`config.mk`:
```
export PLATFORM = sky130hd
export DESIGN_NAME = rram_output_fifo
export DESIGN_NICKNAME = d
export VERILOG_FILES = /design/src/rtl/rram_ctrl_pkg.sv /design/src/rtl/rram_ofifo_ram.sv /design/src/rtl/rram_output_fifo.sv
export SDC_FILE = /design/constraint.sdc
export NUM_CORES = 2
export LEC_CHECK = 0
export CAP_MARGIN = 25
export CORE_MARGIN = 1
export CORE_UTILIZATION = 45
export CTS_CLUSTER_DIAMETER = 50
export DETAILED_ROUTE_END_ITERATION = 10
export PLACE_DENSITY_LB_ADDON = 0.2
export SYNTH_ARGS = -nofsm -noshare
export SYNTH_HDL_FRONTEND = slang
export SYNTH_SLANG_ARGS = --single-unit
```
`constraint.sdc`:
```
create_clock -name clk -period 4.2 [get_ports clk]
set_clock_uncertainty 0.1 [all_clocks]
set_input_delay 1.26 -clock clk [delete_from_list [all_inputs] [get_ports clk]]
set_output_delay 1.26 -clock clk [all_outputs]
set_load 0.02 [all_outputs]
```
`src/rtl/rram_ctrl_pkg.sv`:
```
// Shared constants for the RRAM controller datapath blocks.
package rram_ctrl_pkg;

  localparam int RRAM_OF_DATA_WIDTH = 32;
  localparam int RRAM_OF_DEPTH      = 64;

endpackage

```
`src/rtl/rram_ofifo_ram.sv`:
```
// Simple dual-port RAM for the output FIFO: synchronous write, registered read.
module rram_ofifo_ram #(
  parameter int  DATA_WIDTH = 32,
  parameter int  DEPTH      = 64,
  localparam int AW         = $clog2(DEPTH)
) (
  input  logic                  clk,
  input  logic                  rst,
  input  logic                  we,
  input  logic [AW-1:0]         waddr,
  input  logic [DATA_WIDTH-1:0] wdata,
  input  logic                  re,
  input  logic [AW-1:0]         raddr,
  output logic [DATA_WIDTH-1:0] rdata
);

  logic [DATA_WIDTH-1:0] mem [DEPTH];

  always_ff @(posedge clk) begin
    if (we) begin
      mem[waddr] <= wdata;
    end
  end

  // Output register holds its value between reads; only it is reset, not the array.
  always_ff @(posedge clk or posedge rst) begin
    if (rst) begin
      rdata <= '0;
    end else if (re) begin
      rdata <= mem[raddr];
    end
  end

endmodule

```
`src/rtl/rram_output_fifo.sv`:
```
// Output buffer between the RRAM read path and the host read interface:
// circular FIFO with peek, flush, sticky error flags and registered read-valid.
module rram_output_fifo
  import rram_ctrl_pkg::*;
#(
  parameter int  DATA_WIDTH = RRAM_OF_DATA_WIDTH,
  parameter int  DEPTH      = RRAM_OF_DEPTH,
  parameter int  AF_LEVEL   = DEPTH - 4,
  parameter int  AE_LEVEL   = 4,
  localparam int AW         = $clog2(DEPTH),
  localparam int CW         = AW + 1
) (
  input  logic                  clk,
  input  logic                  rst,
  input  logic                  wr_en,
  input  logic [DATA_WIDTH-1:0] wr_data,
  input  logic                  rd_en,
  input  logic                  peek_en,
  input  logic [AW-1:0]         peek_off,
  input  logic                  flush,
  input  logic                  err_clr,
  output logic [DATA_WIDTH-1:0] rd_data,
  output logic                  rd_valid,
  output logic                  full,
  output logic                  empty,
  output logic                  almost_full,
  output logic                  almost_empty,
  output logic [CW-1:0]         count,
  output logic                  overflow,
  output logic                  underflow
);

  logic [AW-1:0] wr_ptr;
  logic [AW-1:0] rd_ptr;
  logic [CW-1:0] occ;
  logic          push_ok;
  logic          pop_ok;
  logic          peek_ok;
  logic          ovf_set;
  logic          udf_set;
  logic          ram_re;
  logic [AW-1:0] ram_raddr;

  assign count        = occ;
  assign full         = (occ == CW'(DEPTH));
  assign empty        = (occ == '0);
  assign almost_full  = (occ >= CW'(AF_LEVEL));
  assign almost_empty = (occ <= CW'(AE_LEVEL));

  // Flush swallows every request in its cycle, including the error side effects.
  assign push_ok = wr_en && !full && !flush;
  assign pop_ok  = rd_en && !empty && !flush;
  assign peek_ok = peek_en && !rd_en && ({1'b0, peek_off} < occ) && !flush;
  assign ovf_set = wr_en && full && !flush;
  assign udf_set = rd_en && empty && !flush;

  assign ram_re    = pop_ok || peek_ok;
  assign ram_raddr = pop_ok ? rd_ptr : AW'(rd_ptr + peek_off);

  rram_ofifo_ram #(
    .DATA_WIDTH (DATA_WIDTH),
    .DEPTH      (DEPTH)
  ) u_ram (
    .clk   (clk),
    .rst   (rst),
    .we    (push_ok),
    .waddr (wr_ptr),
    .wdata (wr_data),
    .re    (ram_re),
    .raddr (ram_raddr),
    .rdata (rd_data)
  );

  // Pointers wrap naturally because DEPTH is a power of two.
  always_ff @(posedge clk or posedge rst) begin
    if (rst) begin
      wr_ptr <= '0;
      rd_ptr <= '0;
      occ    <= '0;
    end else if (flush) begin
      wr_ptr <= '0;
      rd_ptr <= '0;
      occ    <= '0;
    end else begin
      if (push_ok) begin
        wr_ptr <= wr_ptr + 1'b1;
      end
      if (pop_ok) begin
        rd_ptr <= rd_ptr + 1'b1;
      end
      case ({push_ok, pop_ok})
        2'b10:   occ <= occ + 1'b1;
        2'b01:   occ <= occ - 1'b1;
        default: occ <= occ;
      endcase
    end
  end

  always_ff @(posedge clk or posedge rst) begin
    if (rst) begin
      rd_valid <= 1'b0;
    end else begin
      rd_valid <= ram_re;
    end
  end

  always_ff @(posedge clk or posedge rst) begin
    if (rst) begin
      overflow  <= 1'b0;
      underflow <= 1'b0;
    end else if (err_clr) begin
      overflow  <= 1'b0;
      underflow <= 1'b0;
    end else begin
      if (ovf_set) begin
        overflow <= 1'b1;
      end
      if (udf_set) begin
        underflow <= 1'b1;
      end
    end
  end

endmodule

```
==> run summary <==
worst setup margin: 0.0114 ns
input/output buffers: 90
peak supply drop: 0.000360 V
Worst-Margin Slew: 1.07 ns
Vias/cell: 6.09
status: finished, final reports clean
Yosys cell types: 84
crit path DAT: 4.84 ns
critical path's largest stage delay: 0.47 ns
initial core utilization: 45.3%
DIE WIDTH: 432 um
setup bufs post-CTS: 0
Synthesized Nets: 5,634
Synth Flop Type: edfxtp_1
Clock Pin Slew Worst Setup and Hold Paths: 0.06 ns
XOR/XNOR share of the synthesized area: 0.190%
Die H: 432 um
sink of the worst hold path: underflow
largest family of logic cells by synthesized area: compound AO/OA/AOI/OAI gates
gp weighted congestion: 0.854
cell count after synthesis: 5,574
CP endpoint kind: flip-flop
most area-hungry cell type in the Yosys netlist: edfxtp_1
pre-CTS setup slack: -1.07 ns
Critical R2R Launch: count[2]
worst hold path class: flip-flop to flip-flop
Root Driver: clkbuf_16
num rows: 157
Post-Synth Simple-Gate Area: 9.11%
count of final setup violators: 0
Clock Path Buffers: 3
Max Freq: 0.239 GHz
GR Util All Layers: 28.3%
most common cell after layout, fill and taps aside: edfxtp_1
fin crit period: 4.19 ns
Inserted Clock Buffers: 219
Area growth, synth to finish: 21.6%
crit path max fanout: 14
CTS tree: built
Clock Sinks: 2,102
Slew Limit Fails: 0
largest net degree at the start of global routing: 65
number of antenna violations at the first check in global routing: 10
via count: 53,906
Reg2Reg Depth: 11
Mapped Area: 83,100 um2
DR iter-0 viols: 7,160
Post-synth EDFFs: 2,048
slew margin rel.: 28.5%
Seq/Total Area, Yosys: 75.6%
Post-Layout Cell Count: 8,858
H-tree depth: 4
commonest cells after routing, fill and taps aside: 2,048 x edfxtp_1, 980 x nand2_1, 484 x buf_4
Hold Startpoint: underflow
Synth Register Bits: 2,102
wire per inst: 30.1 um
num ports: 91
Hold Fails Final Rpt: 0
Core Footprint: 183,000 um2
die area: 186,000 um2
DR DRC count: 0
r2r endpoint: u_ram.rdata[27]
CP Cell Sequence: clkdlybuf4s50_1 > ha_1 > fa_1 > xnor2_1 > nand2_1 > mux2_4 > buf_4 > a211oi_1 > a2111oi_0 > buf_4 > a22oi_1 > and4b_1 > a211oi_1
ranking of synthesized cells by area: edfxtp_1 74%, nand2_1 4.4%, mux2i_1 3.2%
syn_area_per_cell: 14.9 um2
remaining global-route overflow: 0
number of synthesis warnings: 0
PD cells: 611 nW/um2
vias in the first global route: 51,526
post-synthesis adder-cell area fraction: 0.235%
WP data required: 4.85 ns
detailed placer's ending HPWL: 168 mm
first-pass GRT wire length: 377 mm
hold depth: 2
RSZ-0062 raised after global routing: true
fraction of registers with async set/reset: 2.57%
fin crit share: 99.7%
Worst-Skew Late Latency: 0.88 ns
crit start category: input port
top cell type's share of synthesized area: 74.0%
# Max-Cap Violations: 0
r2r setup slk: 0.28 ns
CP max stage cell: and4b_1
final wirelength: 267 mm
final net count: 6,256
Util after Layout: 55.1%
Initial DRT Pass Iterations: 6
Leakage: 34.6 nW
post-route ant nets: 0
share of post-route cells with drive strength above 1: 18.6%
compound-cell area share of the yosys netlist: 9.13%
CP Class: input port to flip-flop
placed insts: 8,436
setup TNS: 0 ns
mux contribution to synthesized area: 3.30%
## synthesized netlist by cell type (24+ instances only)
cell,count
inv_1,29
buf_4,24
o211ai_1,49
a311oi_1,41
clkbuf_1,169
a211oi_1,187
buf_1,39
a22oi_1,42
dfrtp_1,54
a32oi_1,162
a31oi_1,81
mux2i_1,262
a221oi_1,41
nand2_1,981
a21oi_1,225
o21ai_0,64
and3_1,191
edfxtp_1,2048
nand3_1,283
nor2_1,130
buf_2,161
## timing repair
action	4_1_cts	5_1_grt
pin swaps	0	1
endpoints found under the setup margin	8	16
hold buffers	0	0
resized for setup	9	18
## cell families after synthesis
family / after synthesis
flip-flops: 2102
buffers and inverters: 432
XOR/XNOR: 18
multiplexers: 272
AO/OA/AOI/OAI: 1044
adder cells (fa/ha/maj): 15
AND/OR/NAND/NOR: 1691
## worst max-delay path, delay by kind of cell
| kind | cells | cell delay (ns) |
|---|---|---|
| XOR/XNOR | 1 | 0.29 |
| AO/OA/AOI/OAI | 4 | 0.86 |
| buffers and inverters | 3 | 0.83 |
| multiplexers | 1 | 0.30 |
| adder cells (fa/ha/maj) | 2 | 0.69 |
| AND/OR/NAND/NOR | 2 | 0.60 |
## cell type report
class,instances,area (um2)
timing repair buffer,803,8950
inverter,30,114
clock inverter,135,1240
clock buffer,275,5770
tap,2464,3080
multi-input combinational,3040,19000
antenna,9,22.5
fill,14519,82200
sequential,2102,62900
## sequential cells by signal (all words and copies together) (netlist names)
name         flops
rd_ptr           6
u_ram.rdata     32
u_ram.mem     2048
overflow         1
underflow        1
wr_ptr           6
count            7
rd_valid         1
## per-layer routing
layer,track usage [%],vias to the layer above,routed length [um]
li1,-,23053,-
met1,39.6,27592,109000
met2,44.7,2790,124000
met3,4.84,467,23900
met4,10.1,4,9900
met5,0,-,27
## power breakdown
part	leakage, nW	total (mW)	internal (mW)	switching, mW
registers	19.1	23.6	23.2	0.397
clock network	3.42	18.9	10.7	8.26
logic	12.1	19.2	7.73	11.5
## worst max-delay path by stage
stage | cells after the start | slack [ns] | startpoint | end
4_1_cts | 13 | -0.001 | peek_off[0] | u_ram.rdata[29]
3_5_place_dp | 14 | -1.07 | peek_off[0] | u_ram.rdata[10]
6_report | 13 | 0.01 | peek_off[0] | u_ram.rdata[7]
2_1_floorplan | 13 | 0.06 | flush | count[6]
5_1_grt | 15 | -0.06 | peek_off[0] | u_ram.rdata[24]
3_3_place_gp | 14 | -1.06 | peek_off[0] | u_ram.rdata[10]
## metrics by stage
stage / total power [mW] / hold WS, ns / cell area (um2)
after CTS: 61.8 / 0.400 / 101000
after global placement: 42.9 / 0.381 / 93700
after detailed placement: 43.0 / 0.388 / 93900
after global routing: 63.9 / 0.456 / 101000
after floorplan: 33.6 / 0.471 / 83100
final: 61.8 / 0.400 / 101000
Power figures use the tool's default switching activity.
